**src/rtl/ara_multi_inval_filter_pkg.sv**
```systemverilog
// ara_multi_inval_filter_pkg: AXI channel types and constants shared by the invalidation filter.
// Revision: 1.0
`default_nettype none

package ara_multi_inval_filter_pkg;

  localparam int unsigned AxiAddrWidth = 64;
  localparam int unsigned AxiDataWidth = 64;
  localparam int unsigned AxiIdWidth   = 4;
  localparam int unsigned MaxNrHarts   = 8;

  localparam logic [1:0] BURST_FIXED = 2'b00;
  localparam logic [1:0] BURST_INCR  = 2'b01;
  localparam logic [1:0] BURST_WRAP  = 2'b10;

  typedef logic [MaxNrHarts-1:0] hart_mask_t;

  typedef struct packed {
    logic [AxiIdWidth-1:0]   id;
    logic [AxiAddrWidth-1:0] addr;
    logic [7:0]              len;
    logic [2:0]              size;
    logic [1:0]              burst;
  } aw_chan_t;

  typedef aw_chan_t ar_chan_t;

  typedef struct packed {
    logic [AxiDataWidth-1:0]   data;
    logic [AxiDataWidth/8-1:0] strb;
    logic                      last;
  } w_chan_t;

  typedef struct packed {
    logic [AxiIdWidth-1:0] id;
    logic [1:0]            resp;
  } b_chan_t;

  typedef struct packed {
    logic [AxiIdWidth-1:0]   id;
    logic [AxiDataWidth-1:0] data;
    logic [1:0]              resp;
    logic                    last;
  } r_chan_t;

  typedef struct packed {
    aw_chan_t aw;
    logic     aw_valid;
    w_chan_t  w;
    logic     w_valid;
    logic     b_ready;
    ar_chan_t ar;
    logic     ar_valid;
    logic     r_ready;
  } req_t;

  typedef struct packed {
    logic    aw_ready;
    logic    ar_ready;
    logic    w_ready;
    b_chan_t b;
    logic    b_valid;
    r_chan_t r;
    logic    r_valid;
  } resp_t;

endpackage

`default_nettype wire

```
**src/rtl/ara_multi_inval_filter_if.sv**
```systemverilog
// ara_multi_inval_filter_if: AXI request/response bundle with master and slave views.
// Revision: 1.0
`default_nettype none

interface ara_multi_inval_filter_if;
  import ara_multi_inval_filter_pkg::*;

  req_t  req;
  resp_t resp;

  modport mst (output req, input resp);
  modport slv (input req, output resp);
endinterface

`default_nettype wire

```
**src/rtl/ara_multi_inval_filter_fifo.sv**
```systemverilog
// ara_multi_inval_filter_fifo: pending-AW queue; push is accepted while full if a pop happens too.
// Revision: 1.0
`default_nettype none

module ara_multi_inval_filter_fifo #(
  parameter int unsigned DATA_WIDTH = 8,
  parameter int unsigned DEPTH      = 4
) (
  input  wire logic                  clk_i,
  input  wire logic                  rst_ni,
  input  wire logic                  push_i,
  input  wire logic [DATA_WIDTH-1:0] data_i,
  input  wire logic                  pop_i,
  output logic      [DATA_WIDTH-1:0] data_o,
  output logic                       full_o,
  output logic                       empty_o
);

  localparam int unsigned PTR_W = (DEPTH > 1) ? $clog2(DEPTH) : 1;

  logic [PTR_W-1:0]      rd_ptr_q, wr_ptr_q;
  logic [PTR_W:0]        cnt_q;
  logic [DATA_WIDTH-1:0] mem_q [DEPTH];
  logic                  w_push, w_pop;

  assign full_o  = (cnt_q == (PTR_W+1)'(DEPTH));
  assign empty_o = (cnt_q == '0);
  assign data_o  = mem_q[rd_ptr_q];
  assign w_pop   = pop_i & ~empty_o;
  assign w_push  = push_i & (~full_o | w_pop);

  always_ff @(posedge clk_i) begin
    if (!rst_ni) begin
      rd_ptr_q <= '0;
      wr_ptr_q <= '0;
      cnt_q    <= '0;
    end else begin
      if (w_pop)
        rd_ptr_q <= (rd_ptr_q == PTR_W'(DEPTH-1)) ? '0 : rd_ptr_q + 1'b1;
      if (w_push)
        wr_ptr_q <= (wr_ptr_q == PTR_W'(DEPTH-1)) ? '0 : wr_ptr_q + 1'b1;
      if (w_push && !w_pop)
        cnt_q <= cnt_q + 1'b1;
      else if (w_pop && !w_push)
        cnt_q <= cnt_q - 1'b1;
    end
  end

  always_ff @(posedge clk_i) begin
    if (w_push)
      mem_q[wr_ptr_q] <= data_i;
  end

endmodule

`default_nettype wire

```
**src/rtl/ara_multi_inval_filter.sv**
```systemverilog
// ara_multi_inval_filter: per-line L1 invalidation broadcast for Ara writes, B held until all harts ack.
// Revision: 1.0
`default_nettype none

module ara_multi_inval_filter
  import ara_multi_inval_filter_pkg::*;
#(
  parameter int unsigned NrHarts     = 2,
  parameter int unsigned MaxTxns     = 4,
  parameter int unsigned AddrWidth   = AxiAddrWidth,
  parameter int unsigned L1LineWidth = 16
) (
  input  wire logic                 clk_i,
  input  wire logic                 rst_ni,
  input  wire logic [NrHarts-1:0]   en_i,
  ara_multi_inval_filter_if.slv     slv,
  ara_multi_inval_filter_if.mst     mst,
  output logic      [AddrWidth-1:0] inval_addr_o,
  output logic      [NrHarts-1:0]   inval_valid_o,
  input  wire logic [NrHarts-1:0]   inval_ready_i
);

  typedef enum logic [0:0] {IDLE = 1'b0, ISSUE = 1'b1} state_e;

  typedef struct packed {
    logic [AddrWidth-1:0] addr;
    logic [7:0]           len;
    logic [2:0]           size;
    logic [1:0]           burst;
    logic [NrHarts-1:0]   mask;
  } entry_t;

  localparam logic [AddrWidth-1:0] LINE_MASK = ~(AddrWidth'(L1LineWidth) - AddrWidth'(1));

  state_e               state_q, state_d;
  logic [AddrWidth-1:0] cur_line_q, cur_line_d, last_line_q, last_line_d;
  logic [NrHarts-1:0]   mask_q, mask_d, acked_q, acked_d;

  entry_t               w_entry, w_head;
  logic                 w_fifo_full, w_fifo_empty, w_pop, w_push, w_full, w_quiet, w_en;
  logic [NrHarts-1:0]   w_hs;
  logic [AddrWidth-1:0] w_bytes, w_first, w_last;

  assign w_en    = |en_i;
  assign w_pop   = (state_q == IDLE) & ~w_fifo_empty;
  // A slot freed by this cycle's pop can be refilled in the same cycle.
  assign w_full  = w_fifo_full & ~w_pop;
  assign w_push  = w_en & slv.req.aw_valid & mst.resp.aw_ready & ~w_full;
  assign w_quiet = w_fifo_empty & (state_q == IDLE);
  assign w_hs    = inval_valid_o & inval_ready_i;

  assign w_entry = '{addr:  slv.req.aw.addr[AddrWidth-1:0],
                     len:   slv.req.aw.len,
                     size:  slv.req.aw.size,
                     burst: slv.req.aw.burst,
                     mask:  en_i};

  always_comb begin
    mst.req  = slv.req;
    slv.resp = mst.resp;
    if (w_en) begin
      mst.req.aw_valid  = slv.req.aw_valid & ~w_full;
      slv.resp.aw_ready = mst.resp.aw_ready & ~w_full;
    end
    slv.resp.b_valid = mst.resp.b_valid & w_quiet;
    mst.req.b_ready  = slv.req.b_ready & w_quiet;
  end

  ara_multi_inval_filter_fifo #(
    .DATA_WIDTH (AddrWidth + 8 + 3 + 2 + NrHarts),
    .DEPTH      (MaxTxns)
  ) u_aw_fifo (
    .clk_i   (clk_i),
    .rst_ni  (rst_ni),
    .push_i  (w_push),
    .data_i  (w_entry),
    .pop_i   (w_pop),
    .data_o  (w_head),
    .full_o  (w_fifo_full),
    .empty_o (w_fifo_empty)
  );

  // Byte range touched by the queue head; reserved burst code behaves as INCR.
  always_comb begin
    w_bytes = (AddrWidth'(w_head.len) + AddrWidth'(1)) << w_head.size;
    w_first = w_head.addr;
    w_last  = w_head.addr + w_bytes - AddrWidth'(1);
    case (w_head.burst)
      BURST_FIXED: w_last = w_head.addr + (AddrWidth'(1) << w_head.size) - AddrWidth'(1);
      BURST_WRAP: begin
        w_first = w_head.addr & ~(w_bytes - AddrWidth'(1));
        w_last  = w_first + w_bytes - AddrWidth'(1);
      end
      default: ;
    endcase
  end

  always_ff @(posedge clk_i) begin
    if (!rst_ni) begin
      state_q     <= IDLE;
      cur_line_q  <= '0;
      last_line_q <= '0;
      mask_q      <= '0;
      acked_q     <= '0;
    end else begin
      state_q     <= state_d;
      cur_line_q  <= cur_line_d;
      last_line_q <= last_line_d;
      mask_q      <= mask_d;
      acked_q     <= acked_d;
    end
  end

  always_comb begin
    state_d     = state_q;
    cur_line_d  = cur_line_q;
    last_line_d = last_line_q;
    mask_d      = mask_q;
    acked_d     = acked_q;
    unique case (state_q)
      IDLE: begin
        if (!w_fifo_empty) begin
          cur_line_d  = w_first & LINE_MASK;
          last_line_d = w_last & LINE_MASK;
          mask_d      = w_head.mask;
          acked_d     = '0;
          state_d     = ISSUE;
        end
      end
      ISSUE: begin
        if (((acked_q | w_hs) & mask_q) == mask_q) begin
          if (cur_line_q == last_line_q) begin
            state_d = IDLE;
          end else begin
            cur_line_d = cur_line_q + AddrWidth'(L1LineWidth);
            acked_d    = '0;
          end
        end else begin
          acked_d = acked_q | w_hs;
        end
      end
      default: state_d = IDLE;
    endcase
  end

  always_comb begin
    inval_addr_o  = cur_line_q;
    inval_valid_o = (state_q == ISSUE) ? (mask_q & ~acked_q) : '0;
  end

endmodule

`default_nettype wire
```
**src/flat_wrapper.sv**
```systemverilog
// flat-port wrapper written by rule: the top's interface ports become plain ports
module ara_multi_inval_filter_flat import ara_multi_inval_filter_pkg::*;
#(
  parameter int unsigned NrHarts     = 2,
  parameter int unsigned MaxTxns     = 4,
  parameter int unsigned AddrWidth   = AxiAddrWidth,
  parameter int unsigned L1LineWidth = 16
)
  (clk_i, rst_ni, en_i, inval_addr_o, inval_valid_o, inval_ready_i, slv_req, slv_resp, mst_req, mst_resp);
  ara_multi_inval_filter_if slv_i ();
  ara_multi_inval_filter_if mst_i ();
  input  wire logic clk_i;
  input  wire logic rst_ni;
  input  wire logic [NrHarts-1:0] en_i;
  output logic      [AddrWidth-1:0] inval_addr_o;
  output logic      [NrHarts-1:0] inval_valid_o;
  input  wire logic [NrHarts-1:0] inval_ready_i;
  input wire logic [$bits(slv_i.req)-1:0] slv_req;
  output wire logic [$bits(slv_i.resp)-1:0] slv_resp;
  output wire logic [$bits(mst_i.req)-1:0] mst_req;
  input wire logic [$bits(mst_i.resp)-1:0] mst_resp;
  assign slv_i.req = slv_req;
  assign slv_resp = slv_i.resp;
  assign mst_req = mst_i.req;
  assign mst_i.resp = mst_resp;
  ara_multi_inval_filter #(.NrHarts(NrHarts), .MaxTxns(MaxTxns), .AddrWidth(AddrWidth), .L1LineWidth(L1LineWidth)) u_core (.clk_i(clk_i), .rst_ni(rst_ni), .en_i(en_i), .slv(slv_i), .mst(mst_i), .inval_addr_o(inval_addr_o), .inval_valid_o(inval_valid_o), .inval_ready_i(inval_ready_i));
endmodule
```
**config.mk**
```make
export PLATFORM = sky130hd
export DESIGN_NAME = ara_multi_inval_filter_flat
export DESIGN_NICKNAME = d
export VERILOG_FILES = /design/src/rtl/ara_multi_inval_filter_pkg.sv /design/src/rtl/ara_multi_inval_filter_if.sv /design/src/rtl/ara_multi_inval_filter_fifo.sv /design/src/rtl/ara_multi_inval_filter.sv /design/src/flat_wrapper.sv
export SDC_FILE = /design/constraint.sdc
export NUM_CORES = 1
export LEC_CHECK = 0
export CORE_AREA = 2 2 293 295
export CTS_BUF_LIST = sky130_fd_sc_hd__clkbuf_16
export CTS_CLUSTER_SIZE = 14
export DETAILED_ROUTE_END_ITERATION = 10
export DIE_AREA = 0 0 295 297
export PLACE_DENSITY = 0.66
export SLEW_MARGIN = 20
export SYNTH_ARGS = -nofsm -noshare
export SYNTH_HDL_FRONTEND = slang
export SYNTH_SLANG_ARGS = --single-unit
```
**constraint.sdc**
```tcl
create_clock -name clk_i -period 6.65 [get_ports clk_i]
set_input_delay 1.995 -clock clk_i [delete_from_list [all_inputs] [get_ports clk_i]]
set_output_delay 1.995 -clock clk_i [all_outputs]
set_load 0.01 [all_outputs]
```
==> impl_metrics.tcl <==
set metrics [dict create \
    synth.distinct_cells 104 \
    portBuffers 229 \
    synth_flop_cell "edfxtp_1" \
    fin_util 0.4329 \
    final_common_cell "nand2_1" \
    antenna_found_initial 1 \
    grt_pass1_vias 26376 \
    skew_ns 0.02250 \
    chipWidth_um 295 \
    synth_compound_area_frac 0.2006 \
    hold_path_startpoint "u_core.last_line_q[41]$_SDFFE_PN0P_" \
    io_pins 716 \
    routabilityCongestion 0.9990 \
    critPathArrivalTime_ns 6.84 \
    drt_iter0_drc 3291 \
    numCtsBuffers 43 \
    vias 28164 \
    final.min_clock_period_ns 6.347 \
    post_synth.cell_area_avg_um2 9.107 \
    synthXorXnorAreaFrac 0.06010 \
    cts.htree.levels 2 \
    final_cell_mix "nand2_1, a21oi_1, edfxtp_1, o21ai_0, clkdlybuf4s50_1" \
    start_util 0.3980 \
    p_sw_w 0.01133 \
    nets 4042 \
    async_reset_ff_frac 0 \
    p_leak_nw 13.58 \
    ctsRootBufferMaster "clkbuf_16" \
    yosys.area_share.adder 0.06125 \
    placed_cell_area_um2 34950 \
    cts_tree "yes" \
    crit_type "register to register" \
    cts_sinks 450 \
    fin_area_um2 36570 \
    ys_ff_latch 450 \
    grt_max_degree 70 \
    core_area_um2 84480 \
    period_share 0.9544 \
    slowest_delay_ns 0.62 \
    wl_per_cell_um 23.96 \
    route.detailed.drc 0 \
    hold_viol_final 0 \
    max_slew.worst_pin.slew_ns 1.041 \
    drv_cap 0 \
    synth_top_family_by_area "compound AO/OA/AOI/OAI gates" \
    power_frac_comb 0.714 \
    cp_max_fo 7 \
    report.final.slew_viol_count 0 \
    synthSimpleGateAreaFrac 0.1385 \
    p_int_w 0.01054 \
    grt_pass1_wl_um 167400 \
    relSlewSlack 0.3058 \
    power.density_nw_per_um2 598.0 \
    required_ns 7.15 \
    layout-drive-gt1-share 0.09710 \
    ir_drop_mv 0.2765 \
    die_y_um 297 \
    status "complete, no violations" \
    rows 107 \
    hold_class "register to register" \
    syn2layout_area_growth_pct 8.771 \
    synthMuxAreaShare 0.05805 \
    yosysWarnings 0 \
    synth-edff-count 316 \
    power_frac_seq 0.176 \
    vias_per_cell 5.956 \
    ys_seq_area_frac 0.3620 \
    wl_um 113300 \
    cp_common_cell "nand2_1" \
    clockBufferDepth 3 \
    die-area_um2 87620 \
    netSwitchingFraction 0.5181 \
    clk_pin_slew_ns 0.07 \
    holdBufCountCts 0 \
    antenna_left 0 \
    clock.fmax_ghz 0.1576 \
    power.share.clock 0.110 \
    worst_setup_path_start_kind "register" \
    grt_usage 0.2494 \
    power_w 0.02187 \
    insertion_delay_ns 0.58 \
    netlist_area_um2 33620 \
    gr-total-overflow 0 \
    fin_hold_ws_ns 0.4761 \
    worst_path_max_delay_cell "mux4_2" \
    cp-end-kind "register" \
    synthCells 3692 \
    dp_hpwl_um 86130 \
    fillers 8156 \
    setup_violations 0 \
    rsz0062_at_grt "false" \
    firstDrtPassIters 6 \
]
-- cells by family (layout without fill, tap and decap cells) --
logic type / count (synthesis) / after routing
AO/OA/AOI/OAI: 1046 / 1046
XOR/XNOR: 229 / 229
adder cells (fa/ha/maj): 164 / 164
buffers and inverters: 728 / 617
flip-flops: 450 / 450
multiplexers: 98 / 98
other: 1 / 5
AND/OR/NAND/NOR: 976 / 976
-- worst max-delay path, delay by kind of cell (launching register included) --
kind / cells / cell delay [ns]
flip-flops: 1 / 0.37
multiplexers: 1 / 0.62
adder cells (fa/ha/maj): 2 / 0.61
AO/OA/AOI/OAI: 8 / 1.78
AND/OR/NAND/NOR: 14 / 2.26
buffers and inverters: 4 / 0.63
-- worst paths after layout --
path,cells after the start,end,slack (ns)
setup / recovery,29,u_core.last_line_q[59]$_SDFFE_PN0P_,0.30
hold / removal,2,u_core.last_line_q[41]$_SDFFE_PN0P_,0.48
setup reg to reg,29,u_core.last_line_q[59]$_SDFFE_PN0P_,0.30
hold reg to reg,2,u_core.last_line_q[41]$_SDFFE_PN0P_,0.48
-- flip-flops by register name, summed over array words and instances (netlist names), named ones only --
| register | cells |
|---|---|
| u_core.u_aw_fifo.mem_q | 316 |
| u_core.inval_addr_o | 60 |
| u_core.last_line_q | 60 |
| u_core.u_aw_fifo.cnt_q | 3 |
| u_core.acked_q | 2 |
| u_core.mask_q | 2 |
| u_core.u_aw_fifo.rd_ptr_q | 2 |
| u_core.u_aw_fifo.wr_ptr_q | 2 |
| u_core.state_q | 1 |
-- final cells by class --
class	count	area, um^2	area share
Tap cell	1144	1431	0.03914
Clock inverter	36	290.3	0.007937
Sequential cell	450	12180	0.3331
Inverter	207	777.0	0.02125
Clock buffer	43	1076	0.02942
Multi-Input combinational cell	2517	17700	0.4839
Timing Repair Buffer	331	3115	0.08519
Antenna cell	1	2.502	0.00006843
-- metrics by stage --
stage | cells | worst slack [ns] | setup TNS (ns)
final | 4729 | 0.3030 | 0
after global routing | 4728 | 0.0007825 | 0
after CTS | 4718 | 0.0008984 | 0
after detailed placement | 4639 | -0.07504 | -0.09734
after global placement | 4639 | -0.01148 | -0.01148
after floorplan | 3695 | 0.3903 | 0
-- timing repair --
action / in CTS / in global routing
pin swaps: 0 / 11
setup endpoints to repair: 4 / 28
resized for setup: 2 / 33
buffers inserted: 0 / 10
-- routing by layer --
metal / up-vias / share of wire / track usage
li1: 12896 / - / -
met1: 13534 / 0.43 / 0.3575
met2: 1507 / 0.42 / 0.3685
met3: 223 / 0.11 / 0.06067
met4: 4 / 0.032 / 0.07690
met5: - / 0.00070 / 0.005543
-- power groups by stage --
stage          combinational [W]  clock [W]  sequential (W)
6_report                  0.0156    0.00240         0.00385
5_1_grt                   0.0168    0.00252         0.00389
2_1_floorplan             0.0105          0         0.00372
3_3_place_gp              0.0150          0         0.00388
3_5_place_dp              0.0149          0         0.00388
4_1_cts                   0.0150    0.00243         0.00383
-- synth_stat cells, types with 6 or more instances --
cell type / count / area, um^2
o21ai_1: 13 / 65.06
xnor2_1: 173 / 1515
mux2i_1: 15 / 150.1
xor2_1: 54 / 473.0
edfxtp_1: 316 / 9489
o211ai_1: 27 / 202.7
a221oi_1: 29 / 254.0
ha_1: 163 / 2039
o31ai_1: 17 / 127.6
mux4_2: 77 / 1734
nand4_1: 83 / 519.3
a221oi_2: 14 / 210.2
o221ai_1: 13 / 113.9
a221o_1: 11 / 110.1
a21oi_1: 332 / 1662
a311oi_1: 10 / 87.58
nor2_1: 212 / 795.8
o21a_1: 21 / 157.7
dfxtp_1: 134 / 2683
nand3_1: 87 / 435.4
o22ai_1: 25 / 156.4
a22oi_1: 10 / 75.07
nand2_1: 351 / 1318
nand2b_1: 21 / 131.4
a211oi_1: 25 / 187.7
nor2b_1: 17 / 106.4
o21bai_1: 28 / 210.2
a31o_2: 10 / 87.58
a31oi_1: 30 / 187.7
a21o_1: 108 / 810.8
buf_4: 324 / 2432
a21boi_0: 13 / 97.59
nor4_1: 17 / 106.4
and3_1: 25 / 156.4
mux2_2: 6 / 67.56
inv_1: 204 / 765.7
buf_1: 19 / 71.32
or3_1: 18 / 112.6
or2_2: 12 / 75.07
clkbuf_1: 161 / 604.3
and4_1: 15 / 131.4
o21ai_0: 234 / 1171
buf_2: 11 / 55.05
and2_1: 28 / 175.2
nor3_1: 62 / 310.3
(Power assumes the default switching activity.)
